<file path="config.mk">
export PLATFORM = sky130hd
export DESIGN_NAME = mem_dump_tx
export DESIGN_NICKNAME = d
export VERILOG_FILES = /design/src/rtl/mem_pkg.sv /design/src/rtl/byte_fifo2.sv /design/src/rtl/mem_dump_tx.sv
export SDC_FILE = /design/constraint.sdc
export NUM_CORES = 1
export LEC_CHECK = 0
export BUFFER_PORTS_ARGS = -buffer_cell sky130_fd_sc_hd__buf_2
export CORE_AREA = 2 2 91 93
export CTS_BUF_LIST = sky130_fd_sc_hd__clkbuf_2 sky130_fd_sc_hd__clkbuf_4 sky130_fd_sc_hd__clkbuf_8
export DETAILED_ROUTE_END_ITERATION = 6
export DIE_AREA = 0 0 93 95
export GPL_TIMING_DRIVEN = 0
export PLACE_DENSITY = 0.81
export RECOVER_POWER = 25
export SLEW_MARGIN = 25
export SYNTH_ARGS = -nofsm -noshare
export SYNTH_HDL_FRONTEND = slang
export SYNTH_SLANG_ARGS = --single-unit
export TNS_END_PERCENT = 100
</file>
<file path="constraint.sdc">
create_clock -name clk -period 3.7 [get_ports clk]
set_input_delay 0.555 -clock clk [delete_from_list [all_inputs] [get_ports clk]]
set_output_delay 0.555 -clock clk [all_outputs]
set_load 0.005 [all_outputs]
</file>
<file path="src/rtl/mem_pkg.sv">
// Shared definitions for the load memory, its frame loader and the dump transmitter.
package mem_pkg;
  localparam int         MEM_DEPTH         = 256;
  localparam logic [7:0] HDR_BYTE_DEFAULT  = 8'h01;
  localparam int         MAX_COUNT_DEFAULT = 19;

  typedef logic [7:0] byte_t;

  typedef enum logic [2:0] {
    S_IDLE,
    S_HDR,
    S_CNT,
    S_ADDR,
    S_DATA,
    S_CSUM
  } dump_state_t;
endpackage

</file>
<file path="src/rtl/byte_fifo2.sv">
// Two-entry byte FIFO. Simultaneous push and pop are accepted even when full.
module byte_fifo2
  import mem_pkg::*;
(
  input  logic       clk,
  input  logic       reset,
  input  logic       push,
  input  byte_t      wdata,
  input  logic       pop,
  output byte_t      rdata,
  output logic       full,
  output logic       empty,
  output logic [1:0] count
);

  byte_t      mem [2];
  logic       wr_ptr;
  logic       rd_ptr;
  logic       do_push;
  logic       do_pop;

  assign full    = (count == 2'd2);
  assign empty   = (count == 2'd0);
  assign do_pop  = pop && !empty;
  assign do_push = push && (!full || do_pop);
  // Head reads as zero when empty so nothing undefined reaches the link.
  assign rdata   = empty ? 8'h00 : mem[rd_ptr];

  always_ff @(posedge clk) begin
    if (reset) begin
      wr_ptr <= 1'b0;
      rd_ptr <= 1'b0;
      count  <= 2'd0;
    end else begin
      if (do_push) begin
        mem[wr_ptr] <= wdata;
        wr_ptr      <= ~wr_ptr;
      end
      if (do_pop) rd_ptr <= ~rd_ptr;
      count <= count + {1'b0, do_push} - {1'b0, do_pop};
    end
  end

endmodule

</file>
<file path="src/rtl/mem_dump_tx.sv">
// Reads a block of the load memory and sends it as a loader-compatible byte frame:
// header, count, addr, data..., checksum. Link handshake: a byte moves when out_valid && out_ready.
module mem_dump_tx
  import mem_pkg::*;
#(
  parameter logic [7:0] HDR_BYTE  = HDR_BYTE_DEFAULT,
  parameter int         MAX_COUNT = MAX_COUNT_DEFAULT,
  parameter int         AW        = 8
) (
  input  logic          clk,
  input  logic          reset,
  input  logic          start,
  input  logic [7:0]    start_count,
  input  logic [AW-1:0] start_addr,
  output logic          busy,
  output logic          done,
  output logic          error,
  output logic          mem_rd_en,
  output logic [AW-1:0] mem_addr,
  input  logic [7:0]    mem_rd_data,
  output logic [7:0]    out_byte,
  output logic          out_valid,
  input  logic          out_ready,
  output dump_state_t   state_dbg
);

  localparam int             EW    = AW + 9;
  localparam logic [EW-1:0]  DEPTH = EW'(1) << AW;

  dump_state_t   state_q, state_d;
  logic [7:0]    cnt_q;
  logic [AW-1:0] addr_q;
  logic [7:0]    rd_issued_q;
  logic [7:0]    sent_q;
  logic [7:0]    csum_q;
  logic          rd_pend_q;
  logic          done_q;
  logic          error_q;

  logic [EW-1:0] end_sum;
  logic          start_ok;
  logic          accept;
  logic          xfer;
  logic          pop;
  logic          fetch_phase;
  logic [1:0]    committed;

  byte_t         fifo_rdata;
  logic          fifo_full;
  logic          fifo_empty;
  logic [1:0]    fifo_count;

  assign end_sum  = EW'(start_addr) + EW'(start_count);
  assign start_ok = (start_count <= 8'(MAX_COUNT)) && (end_sum <= DEPTH);
  assign accept   = (state_q == S_IDLE) && start && start_ok;

  assign xfer        = out_valid && out_ready;
  assign pop         = (state_q == S_DATA) && xfer;
  assign fetch_phase = (state_q == S_CNT) || (state_q == S_ADDR) || (state_q == S_DATA);
  // Occupancy after this cycle's pop plus the read still in flight; keeping it below 2
  // before issuing bounds the FIFO at 2 entries while still sustaining one read per cycle.
  assign committed   = fifo_count - {1'b0, pop} + {1'b0, rd_pend_q};
  assign mem_rd_en   = fetch_phase && (rd_issued_q < cnt_q) && (committed < 2'd2)
                       && !(fifo_full && !pop);
  assign mem_addr    = mem_rd_en ? (addr_q + AW'(rd_issued_q)) : '0;

  assign busy      = (state_q != S_IDLE);
  assign done      = done_q;
  assign error     = error_q;
  assign state_dbg = state_q;

  byte_fifo2 u_fifo (
    .clk   (clk),
    .reset (reset),
    .push  (rd_pend_q),
    .wdata (mem_rd_data),
    .pop   (pop),
    .rdata (fifo_rdata),
    .full  (fifo_full),
    .empty (fifo_empty),
    .count (fifo_count)
  );

  always_comb begin
    state_d   = state_q;
    out_valid = 1'b0;
    out_byte  = 8'h00;
    case (state_q)
      S_IDLE: if (accept) state_d = S_HDR;
      S_HDR: begin
        out_valid = 1'b1;
        out_byte  = HDR_BYTE;
        if (xfer) state_d = S_CNT;
      end
      S_CNT: begin
        out_valid = 1'b1;
        out_byte  = cnt_q;
        if (xfer) state_d = S_ADDR;
      end
      S_ADDR: begin
        out_valid = 1'b1;
        out_byte  = 8'(addr_q);
        if (xfer) state_d = (cnt_q == 8'd0) ? S_CSUM : S_DATA;
      end
      S_DATA: begin
        out_valid = !fifo_empty;
        out_byte  = fifo_rdata;
        if (xfer && (sent_q == cnt_q - 8'd1)) state_d = S_CSUM;
      end
      S_CSUM: begin
        out_valid = 1'b1;
        out_byte  = 8'h00 - csum_q;
        if (xfer) state_d = S_IDLE;
      end
      default: state_d = S_IDLE;
    endcase
  end

  always_ff @(posedge clk) begin
    if (reset) begin
      state_q     <= S_IDLE;
      cnt_q       <= 8'h00;
      addr_q      <= '0;
      rd_issued_q <= 8'h00;
      sent_q      <= 8'h00;
      csum_q      <= 8'h00;
      rd_pend_q   <= 1'b0;
      done_q      <= 1'b0;
      error_q     <= 1'b0;
    end else begin
      state_q   <= state_d;
      rd_pend_q <= mem_rd_en;
      done_q    <= (state_q == S_CSUM) && xfer;
      error_q   <= (state_q == S_IDLE) && start && !start_ok;
      if (accept) begin
        cnt_q       <= start_count;
        addr_q      <= start_addr;
        rd_issued_q <= 8'h00;
        sent_q      <= 8'h00;
        csum_q      <= 8'h00;
      end else begin
        if (mem_rd_en) rd_issued_q <= rd_issued_q + 8'd1;
        if (xfer) begin
          case (state_q)
            S_CNT:   csum_q <= csum_q + cnt_q;
            S_ADDR:  csum_q <= csum_q + 8'(addr_q);
            S_DATA: begin
              csum_q <= csum_q + out_byte;
              sent_q <= sent_q + 8'd1;
            end
            default: ;
          endcase
        end
      end
    end
  end

endmodule

</file>
==> results of run 1 <==
[metrics by stage]
| step | util | cell area [sq um] |
|---|---|---|
| 2_1_floorplan | - | 4650 |
| 3_5_place_dp | 0.635 | 5030 |
| 4_1_cts | 0.672 | 5330 |
| 5_1_grt | 0.681 | 5400 |
| 6_report | 0.681 | 5400 |
| 3_3_place_gp | 0.634 | 5030 |
[how the worst max path moves through the flow]
stage / end / cells past startpoint / start / slack [ps]
after floorplan: csum_q[7] / 13 / state_dbg[0] / 370
after global placement: csum_q[7] / 15 / state_dbg[1] / -310
after detailed placement: csum_q[7] / 15 / state_dbg[1] / -360
after CTS: mem_addr[1] / 15 / state_dbg[2] / -2
after global routing: csum_q[7] / 15 / state_dbg[1] / -40
final: csum_q[7] / 15 / state_dbg[1] / 140
[flip-flops by register name, summed over array words and instances (netlist names), named ones only]
name and cells:
done 1, error 1, cnt_q 8, rd_pend_q 1, u_fifo.wr_ptr 1, u_fifo.mem 16
addr_q 8, sent_q 8, rd_issued_q 8, u_fifo.count 2, state_dbg 3, csum_q 8
u_fifo.rd_ptr 1
[routing by layer]
| metal | routed length (microns) | GRT usage | up-vias |
|---|---|---|---|
| met4 | 291 | 0.0993 | 0 |
| met5 | 0 | 0 | - |
| li1 | - | - | 2114 |
| met3 | 755 | 0.0415 | 29 |
| met2 | 6070 | 0.493 | 154 |
| met1 | 5250 | 0.357 | 2042 |
[final cells by class]
type	count	area [sq um]
Multi-Input combinational cell	431	3010
Fill cell	661	2530
Sequential cell	67	1500
Timing Repair Buffer	57	299
Buffer	24	150
Clock buffer	10	131
Tap cell	105	131
Clock inverter	6	90.1
Inverter	20	77.6
[cells by family after synthesis]
group / count (synthesis) / synth area share
and+or+nand+nor: 179 / 0.182
muxes: 20 / 0.0431
DFF: 67 / 0.323
xor gates and xnor gates: 49 / 0.0924
adders and majority gates: 41 / 0.115
AOI/OAI and AO/OA: 142 / 0.197
buffers and inverters: 48 / 0.0463
[layout by cell type, fill, tap and decap left out, types with 5 or more instances in the layout]
cell / n
a211oi_1: 6
a21o_1: 12
a21oi_1: 43
and2_1: 5
buf_2: 48
buf_4: 10
buf_6: 6
clkbuf_1: 14
clkbuf_8: 9
dfxtp_1: 50
edfxtp_1: 16
ha_1: 38
inv_1: 19
mux2i_1: 20
nand2_1: 37
nand3_1: 20
nand4_1: 8
nor2_1: 64
nor3_1: 9
o211ai_1: 5
o21ai_0: 27
o221a_2: 7
o22ai_1: 12
or3_1: 6
xnor2_1: 28
xor2_1: 20
[power by group]
group	switching, mW	total (mW)	internal (mW)
Combinational	0.103	0.169	0.0663
Clock	0.289	0.677	0.388
Sequential	0.00537	0.757	0.751
[worst max-delay path: stages (launching register included)]
cell and delay (ps):
dfxtp_1 390, buf_4 220, nor3b_4 300, o21ai_4 160, nor2_1 150, a21oi_1 70
a21oi_2 190, o221a_2 260, ha_1 250, a21oi_2 160, o21ai_1 120, or4_1 420
a31oi_2 250, xnor2_1 100, or3_1 310, a21oi_1 140
[repair_timing]
action / 4_1_cts / 5_1_grt
setup buffers: 2 / 5
pin swaps: 1 / 3
hold buffers: 0 / 0
resized for setup: 19 / 16
setup endpoints to repair: 10 / 10
==> results.sh, run 1 <==
export IMPL_status="finished, final reports clean"
export IMPL_final_hold_violation_count=0
export IMPL_fin_crit_sh=0.961
export IMPL_holdPathEnd="u_fifo.mem[0][3]"
export IMPL_areaGrowthSynthToFinish_pct=16.1
export IMPL_pre_cts_slack_ps=-356
export IMPL_yosysTopAreaCellShare=0.220
export IMPL_fp_dieH_microns=95
export IMPL_timing_fmax_ghz=0.281
export IMPL_ys_warn_count=0
export IMPL_setup_ws_ps=143
export IMPL_drtIter0Drc=349
export IMPL_synth_edf_count=16
export IMPL_r2r_end="csum_q[7]"
export IMPL_tightest_slew_ps=1010
export IMPL_globalplace_congestion=0.927
export IMPL_p_total_mw=1.60
export IMPL_reg2reg_depth=15
export IMPL_crit_arrival_ps=3840
export IMPL_synth_area_leader_cell="dfxtp_1"
export IMPL_die_x_microns=93
export IMPL_diodes=0
export IMPL_ys_seq_area_frac=0.323
export IMPL_antenna_left=0
export IMPL_grt_pass1_wl_microns=19500
export IMPL_ioPinCount=52
export IMPL_syn_avg_cell_area_sq_um=8.51
export IMPL_cts_made_buffers=9
export IMPL_track_usage=0.283
export IMPL_grt_pass1_vias=4058
export IMPL_crit_type="flip-flop to flip-flop"
export IMPL_htree_levels=3
export IMPL_drive_gt1_frac=0.176
export IMPL_leakagePower_nw=2.27
export IMPL_design_die_area_sq_um=8840
export IMPL_r2r_slack_ps=140
export IMPL_async_flop_share=0
export IMPL_drc=0
export IMPL_overflow=0
export IMPL_dp_cells=701
export IMPL_finalSetupTns_ps=0
export IMPL_worstHoldStart="mem_rd_data[3]"
export IMPL_min_path_type="input port to flip-flop"
export IMPL_fin_cells=720
export IMPL_antenna_found_initial=0
export IMPL_regToRegStartpoint="state_dbg[1]"
export IMPL_initial_utilization=0.586
export IMPL_synthTopCellsByCount="64 x nor2_1, 51 x dfxtp_1, 45 x a21oi_1"
export IMPL_syn_inst=546
export IMPL_synthesis_area_sq_um=4650
export IMPL_start_kind="flip-flop"
export IMPL_synth_seq_cells=67
export IMPL_numPortBuffers=50
export IMPL_finish_net_count=679
export IMPL_cap_violations=0
export IMPL_relSlewSlack=0.322
export IMPL_clkTransAtPathRegs_ps=80
export IMPL_synthTopCellsByArea="dfxtp_1 22%, edfxtp_1 10%, ha_1 10%"
export IMPL_drt_wl_total_microns=12400
export IMPL_worst_ir_drop_vdd_uv=173
export IMPL_cts_root_buf="clkbuf_8"
export IMPL_dpl_hpwl_microns=9330
export IMPL_min_period_ps=3560
export IMPL_firstDrtPassIters=4
export IMPL_core_region_area_sq_um=7930
export IMPL_skew_ps=10.7
export IMPL_synthFlopType="dfxtp_1"
export IMPL_clk_latency_ps=350
export IMPL_p_per_area_nw_per_um2=297
export IMPL_wl_per_cell_microns=17.2
export IMPL_hold_ws_ps=392
export IMPL_synth_most_common_cell="nor2_1"
export IMPL_slew_viol_final=0
export IMPL_via_count=4339
export IMPL_holdPathStages=1
export IMPL_crit_path_end_kind="flip-flop"
export IMPL_yosys_cell_types_count=58
export IMPL_grt_max_degree=13
export IMPL_worst_path_max_fanout=10
export IMPL_clock_sinks=67
export IMPL_vias_per_cell=6.03
export IMPL_fp_row_count=33
export IMPL_cts_buffer_depth=2
export IMPL_setup_viol=0
export IMPL_cts_tree="built"
export IMPL_syn_nets=615
export IMPL_required_ps=3990
No activity file was read; power rests on OpenSTA's default activity.
==> run 2: changes to the inputs <==
--- a/config.mk
+++ b/config.mk
@@ -6,12 +6,12 @@
 export NUM_CORES = 1
 export LEC_CHECK = 0
 export BUFFER_PORTS_ARGS = -buffer_cell sky130_fd_sc_hd__buf_2
-export CORE_AREA = 2 2 91 93
+export CORE_AREA = 2 2 95 97
 export CTS_BUF_LIST = sky130_fd_sc_hd__clkbuf_2 sky130_fd_sc_hd__clkbuf_4 sky130_fd_sc_hd__clkbuf_8
 export DETAILED_ROUTE_END_ITERATION = 6
-export DIE_AREA = 0 0 93 95
+export DIE_AREA = 0 0 97 99
 export GPL_TIMING_DRIVEN = 0
-export PLACE_DENSITY = 0.81
+export PLACE_DENSITY = 0.78
 export RECOVER_POWER = 25
 export SLEW_MARGIN = 25
 export SYNTH_ARGS = -nofsm -noshare
==> constraint.sdc (replaced) <==
create_clock -name clk -period 2.9 [get_ports clk]
set_input_delay 0.145 -clock clk [delete_from_list [all_inputs] [get_ports clk]]
set_output_delay 0.145 -clock clk [all_outputs]
set_load 0.005 [all_outputs]
==> run 2 against run 1 <==
Against the previous run: critical path type unchanged; clock power is 6.6% higher; combinational power is 49% higher; first-iteration DRC count is 31% higher; the run now ends with DRC, setup timing left.
==> results.sh, run 2 (same netlist as run 1, synthesis figures left out) <==
export IMPL_status="finished with violations"
export IMPL_violations="DRC, setup timing"
export IMPL_tightest_slew_ps=1010
export IMPL_start_kind="flip-flop"
export IMPL_worst_ir_drop_vdd_uv=198
export IMPL_crit_arrival_ps=3590
export IMPL_timing_fmax_ghz=0.303
export IMPL_slowest_delay_ps=440
export IMPL_min_period_ps=3300
export IMPL_clkTransAtPathRegs_ps=80
export IMPL_initial_utilization=0.543
export IMPL_crit_chain="clkbuf_16 > nor3b_4 > o21ai_4 > o32ai_2 > a21oi_2 > nor2_2 > o221a_2 > ha_4 > nand2_1 > o21ai_2 > or4_4 > a31oi_4 > xnor2_2 > or3_1 > a21oi_2"
export IMPL_dp_cells=704
export IMPL_wl_per_cell_microns=19.1
export IMPL_ioPinCount=52
export IMPL_track_usage=0.294
export IMPL_worstHoldStart="start_addr[5]"
export IMPL_cts_tree="built"
export IMPL_setup_ws_ps=-402
export IMPL_layout_commonest_cell="nor2_1"
export IMPL_p_per_area_nw_per_um2=321
export IMPL_min_path_type="input port to flip-flop"
export IMPL_slowest_stage="or4_4"
export IMPL_crit_path_end_kind="flip-flop"
export IMPL_clock_sinks=67
export IMPL_reg2reg_depth=15
export IMPL_htree_levels=3
export IMPL_antenna_left=0
export IMPL_final_hold_violation_count=0
export IMPL_dpl_hpwl_microns=9470
export IMPL_fin_crit_sh=1.14
export IMPL_r2r_slack_ps=-400
export IMPL_crit_cells=15
export IMPL_worst_path_max_fanout=5
export IMPL_skew_ps=10.6
export IMPL_overflow=0
export IMPL_drtIter0Drc=457
export IMPL_diodes=0
export IMPL_required_ps=3190
export IMPL_core_region_area_sq_um=8550
export IMPL_final_util=0.706
export IMPL_grt_pass1_vias=4721
export IMPL_cts_buffer_depth=2
export IMPL_cts_made_buffers=9
export IMPL_areaGrowthSynthToFinish_pct=29.9
export IMPL_crit_buf_inv=1
export IMPL_cp_common_cell="a21oi_2"
export IMPL_relSlewSlack=0.320
export IMPL_vias_per_cell=6.29
export IMPL_fp_row_count=34
export IMPL_slew_viol_final=0
export IMPL_cap_violations=0
export IMPL_drc=1
export IMPL_drive_gt1_frac=0.277
export IMPL_leakagePower_nw=2.48
export IMPL_clk_latency_ps=350
export IMPL_numPortBuffers=50
export IMPL_layout_common_cells="58 x nor2_1, 45 x dfxtp_1, 43 x buf_2, 38 x a21oi_1, 35 x buf_4"
export IMPL_path_delay_family="simple AND/OR/NAND/NOR gates"
export IMPL_rsz0062_at_grt="yes"
export IMPL_via_count=4803
export IMPL_r2r_end="csum_q[7]"
export IMPL_setup_viol=15
export IMPL_grt_pass1_wl_microns=22800
export IMPL_fp_dieH_microns=99
export IMPL_finish_net_count=720
export IMPL_cts_root_buf="clkbuf_8"
export IMPL_design_die_area_sq_um=9600
export IMPL_globalplace_congestion=0.936
export IMPL_grt_max_degree=13
export IMPL_holdPathStages=3
export IMPL_die_x_microns=97
export IMPL_antenna_found_initial=0
export IMPL_regMostFlops="u_fifo.mem"
export IMPL_drt_wl_total_microns=14600
export IMPL_firstDrtPassIters=7
export IMPL_holdPathEnd="addr_q[5]"
export IMPL_fin_cells=764
export IMPL_crit_type="flip-flop to flip-flop"
export IMPL_largest_register_ffs=16
export IMPL_regToRegStartpoint="state_dbg[1]"
-- run 2: cell count changes in the layout (fill, tap and decap cells not counted), moves of 4 or more --
cell / delta
a21oi_1: -5
nor2_4: +4
a21oi_2: +4
dfxtp_1: -5
buf_2: -5
buf_6: +9
ha_1: -7
ha_4: +6
nor2_1: -6
buf_4: +25
dlygate4sd3_1: +8
-- run 2: worst max-delay path by stage --
stage	startpoint	end	slack [ps]
detailed placement	state_dbg[1]	csum_q[7]	-630
CTS	state_dbg[1]	csum_q[7]	-270
global route	state_dbg[1]	csum_q[7]	-450
floorplan	state_dbg[2]	csum_q[7]	-130
finish	state_dbg[1]	csum_q[7]	-400
global placement	state_dbg[1]	csum_q[7]	-570
-- run 2: worst min-delay path, cell delays in order --
cell     delay (ps)
buf_2           110
nand3_1          60
a21oi_1          50
-- run 2: cell type report --
| cell class | instances | area (sq um) |
|---|---|---|
| multi-input cells | 431 | 3270 |
| fillers | 644 | 2510 |
| flip-flops and latches | 67 | 1520 |
| repair buffers | 99 | 678 |
| plain buffers | 23 | 178 |
| clock buffers | 10 | 138 |
| well taps | 108 | 135 |
| inverters | 20 | 80.1 |
| clock inverters | 6 | 40.0 |
-- run 2: what timing repair did --
| item | 4_1_cts | 5_1_grt |
|---|---|---|
| endpoints found under the setup margin | 29 | 19 |
| gates cloned | 1 | 0 |
| setup buffers | 33 | 9 |
| endpoints found under the hold margin | 16 | 0 |
| hold buffers | 8 | 0 |
| pin swaps | 23 | 22 |
| gates resized for setup | 60 | 34 |
-- run 2: stage by stage --
stage | worst slack [ps] | setup TNS (ps) | cell area (sq um) | hold slack (ps) | total power, mW
finish | -402 | -2930 | 6040 | 56.4 | 1.94
floorplan | -132 | -148 | 4700 | 244 | 1.13
global placement | -572 | -5700 | 5090 | 333 | 1.19
detailed placement | -628 | -7360 | 5090 | 336 | 1.20
CTS | -274 | -1720 | 5870 | 49.1 | 1.93
global route | -454 | -4130 | 6040 | 58.4 | 1.99
-- run 2: routing by layer --
metal | vias to the layer above | GRT usage | part of all wire
met2 | 292 | 0.510 | 0.48
li1 | 2182 | - | -
met1 | 2251 | 0.353 | 0.39
met5 | - | 0 | 0
met4 | 0 | 0.141 | 0.041
met3 | 78 | 0.0539 | 0.084
-- run 2: report_power, final --
part / internal (mW) / switching, mW
Combinational: 0.106 / 0.146
Sequential: 0.956 / 0.00749
Clock: 0.332 / 0.390
==> run 3: changes to the inputs <==
--- a/config.mk
+++ b/config.mk
@@ -6,15 +6,16 @@
 export NUM_CORES = 1
 export LEC_CHECK = 0
 export BUFFER_PORTS_ARGS = -buffer_cell sky130_fd_sc_hd__buf_2
-export CORE_AREA = 2 2 95 97
+export CORE_AREA = 2 2 97 99
 export CTS_BUF_LIST = sky130_fd_sc_hd__clkbuf_2 sky130_fd_sc_hd__clkbuf_4 sky130_fd_sc_hd__clkbuf_8
 export DETAILED_ROUTE_END_ITERATION = 6
-export DIE_AREA = 0 0 97 99
+export DIE_AREA = 0 0 99 101
 export GPL_TIMING_DRIVEN = 0
-export PLACE_DENSITY = 0.78
+export PLACE_DENSITY = 0.77
 export RECOVER_POWER = 25
 export SLEW_MARGIN = 25
 export SYNTH_ARGS = -nofsm -noshare
 export SYNTH_HDL_FRONTEND = slang
+export SYNTH_HIERARCHICAL = 1
 export SYNTH_SLANG_ARGS = --single-unit
 export TNS_END_PERCENT = 100
==> run 3 against run 2 <==
Against the previous run: the run still ends with DRC, setup timing left; clock power rose by 22%; sequential share of layout area about the same; via count shrank 3.0%; core utilization is 2.6 points lower; setup slack better by 310 ps; sequential cell count did not move; final cell count up 1.3%; combinational power grew to 2.6 times the previous value; register-to-register slack better by 310 ps; worst hold slack improved by 8.7 ps; maximum frequency is 10% higher; largest cell class unchanged; largest power group unchanged; highest routed layer unchanged.
==> results.sh, run 3 <==
export IMPL_ys_seq_area_frac=0.314
export IMPL_worst_ir_drop_vdd_uv=329
export IMPL_fin_crit_sh=1.03
export IMPL_via_count=4661
export IMPL_violations="DRC, setup timing"
export IMPL_cts_root_buf="clkbuf_8"
export IMPL_start_kind="flip-flop"
export IMPL_hold_ws_ps=65.1
export IMPL_yosys_cell_types_count=72
export IMPL_diodes=0
export IMPL_slowest_delay_ps=360
export IMPL_grt_pass1_wl_microns=22600
export IMPL_switching_share=0.313
export IMPL_regToRegStartpoint="state_dbg[2]"
export IMPL_busiest_layer="met2"
export IMPL_tightest_slew_ps=883
export IMPL_drive_gt1_frac=0.265
export IMPL_required_ps=3180
export IMPL_clock_sinks=67
export IMPL_largest_register_ffs=16
export IMPL_finish_net_count=726
export IMPL_timing_fmax_ghz=0.334
export IMPL_power_frac_seq=0.393
export IMPL_cts_tree="built"
export IMPL_worstHoldStart="start_addr[5]"
export IMPL_wl_per_cell_microns=18.5
export IMPL_fp_dieH_microns=101
export IMPL_core_region_area_sq_um=8980
export IMPL_grt_max_degree=13
export IMPL_syn_avg_cell_area_sq_um=8.55
export IMPL_min_period_ps=3000
export IMPL_drc=9
export IMPL_numPortBuffers=51
export IMPL_areaGrowthSynthToFinish_pct=27.6
export IMPL_ys_warn_count=6
export IMPL_crit_type="flip-flop to flip-flop"
export IMPL_firstDrtPassIters=7
export IMPL_syn_inst=559
export IMPL_p_per_area_nw_per_um2=414
export IMPL_synth_area_leader_cell="dfxtp_1"
export IMPL_synth_edf_count=16
export IMPL_met3_usage=0.0638
export IMPL_crit_arrival_ps=3280
export IMPL_layout_common_cells="65 x nor2_1, 48 x buf_2, 40 x dfxtp_1, 39 x a21oi_1, 36 x nand2_1"
export IMPL_leakagePower_nw=2.53
export IMPL_relSlewSlack=0.406
export IMPL_finalInstanceArea_sq_um=6100
export IMPL_pwr_share_clk=0.349
export IMPL_synthTopCellsByArea="dfxtp_1 21%, edfxtp_1 10%, ha_1 9.7%"
export IMPL_final_hold_violation_count=0
export IMPL_switching_power_uw=789
export IMPL_drtIter0Drc=440
export IMPL_pre_cts_slack_ps=-393
export IMPL_clkTransAtPathRegs_ps=80
export IMPL_antenna_found_initial=0
export IMPL_r2r_end="csum_q[6]"
export IMPL_initial_utilization=0.532
export IMPL_grtUsageMet1=0.360
export IMPL_setup_viol=8
export IMPL_status="finished with violations"
export IMPL_slew_viol_final=0
export IMPL_min_path_type="input port to flip-flop"
export IMPL_syn_nets=627
export IMPL_overflow=0
export IMPL_vias_per_cell=6.02
export IMPL_design_die_area_sq_um=10000
export IMPL_crit_path_end_kind="flip-flop"
export IMPL_place_area_sq_um=5260
export IMPL_antenna_left=0
export IMPL_layout_commonest_cell="nor2_1"
export IMPL_pwr_share_comb=0.257
export IMPL_grt_pass1_vias=4408
export IMPL_synth_most_common_cell="nor2_1"
export IMPL_async_flop_share=0
export IMPL_fp_row_count=35
export IMPL_track_usage=0.287
export IMPL_yosysTopAreaCellShare=0.214
export IMPL_clk_latency_ps=350
export IMPL_holdPathEnd="addr_q[5]"
export IMPL_worst_path_max_fanout=4
export IMPL_synthTopCellsByCount="71 x nor2_1, 51 x dfxtp_1, 46 x a21oi_1"
export IMPL_rsz0062_at_grt="yes"
export IMPL_slowest_stage="dfxtp_4"
export IMPL_setup_ws_ps=-95.5
export IMPL_synthFlopType="dfxtp_1"
export IMPL_globalplace_congestion=0.996
export IMPL_reg2reg_depth=17
export IMPL_cts_buffer_depth=2
export IMPL_holdPathStages=3
export IMPL_power_internal_mw=1.74
export IMPL_cap_violations=0
export IMPL_htree_levels=3
export IMPL_die_x_microns=99
export IMPL_synthesis_area_sq_um=4780
export IMPL_r2r_slack_ps=-100
export IMPL_cts_made_buffers=9
export IMPL_synth_seq_cells=67
export IMPL_skew_ps=13.1
export IMPL_drt_wl_total_microns=14300
export IMPL_regMostFlops="u_fifo/mem"
export IMPL_dpl_hpwl_microns=9990
export IMPL_crit_chain="clkbuf_16 > inv_12 > clkbuf_16 > ha_4 > o21a_4 > nor2_1 > a22oi_1 > o21ai_1 > ha_2 > fa_2 > a21o_1 > a21oi_2 > o21bai_1 > a21oi_1 > xnor2_1 > nand2_1 > a21oi_1"
export IMPL_ioPinCount=52
export IMPL_grtUsageMet2=0.486
==> run 3: cell types whose count changed in the layout (fill, tap and decap cells not counted), moves of 6 or more <==
cell,change
xor2_1,-7
buf_6,-6
a22oi_1,+9
o22ai_1,-7
nand3_1,-9
nor2_1,+7
o221a_2,-6
mux2i_1,+10
==> run 3: power groups by stage <==
stage                     clock [mW]  combinational (mW)  sequential (mW)
final                          0.882               0.650            0.994
after global routing           0.941               0.699            0.995
after CTS                      0.895               0.600            0.992
after detailed placement           0               0.548             1.01
after global placement             0               0.543             1.01
after floorplan                    0               0.376             1.01
==> run 3: per-stage QoR <==
step | power (mW) | TNS [ps] | cells | util
2_1_floorplan | 1.39 | 0 | 559 | -
6_report | 2.53 | -381 | 774 | 0.679
4_1_cts | 2.49 | -255 | 761 | 0.651
5_1_grt | 2.64 | -2330 | 774 | 0.679
3_3_place_gp | 1.56 | -3570 | 721 | 0.585
3_5_place_dp | 1.56 | -3810 | 721 | 0.586
==> run 3: critical path: cells and delay by family (launching register included) <==
kind	cells	cell delay (ps)
buf+inv	3	330
flops	1	360
simple gates	2	130
fa+ha+maj	3	830
compound gates	8	1130
xor+xnor	1	130
==> run 3: routing by layer <==
metal  wire [microns]  up-vias  share of wire
met5                0        -              0
met2             7000      177           0.49
li1                 -     2222              -
met4              556        0          0.039
met1             5870     2220           0.41
met3              868       42          0.061
==> run 3: worst max-delay path by stage <==
stage,slack (ps),startpoint,to,depth (start not counted)
2_1_floorplan,8,state_dbg[2],csum_q[7],17
3_3_place_gp,-410,state_dbg[0],csum_q[7],14
3_5_place_dp,-390,state_dbg[0],csum_q[7],14
4_1_cts,-110,state_dbg[2],csum_q[7],17
5_1_grt,-250,state_dbg[2],csum_q[5],18
6_report,-100,state_dbg[2],csum_q[6],17
==> run 3: logic make-up after synthesis <==
kind of cell,count (synthesis),synth area share
adders and majority gates,40,0.109
buffers and inverters,51,0.0487
DFF,67,0.314
xor gates and xnor gates,38,0.0696
and+or+nand+nor,190,0.198
muxes,31,0.0681
AOI/OAI and AO/OA,142,0.192
==> run 3: area by class of cell <==
cell class / instances / area [sq um]
fillers: 701 / 2880
well taps: 111 / 139
clock inverters: 6 / 88.8
inverters: 25 / 109
flip-flops and latches: 67 / 1530
plain buffers: 22 / 203
multi-input cells: 442 / 3310
clock buffers: 10 / 138
repair buffers: 91 / 584
==> run 3: repair_timing <==
| item | 4_1_cts | 5_1_grt |
|---|---|---|
| pin swaps | 23 | 30 |
| buffers inserted | 18 | 14 |
| endpoints found under the setup margin | 24 | 17 |
| gates resized for setup | 42 | 40 |
| hold buffers | 8 | 0 |
| endpoints found under the hold margin | 16 | 0 |
| cloned | 0 | 1 |
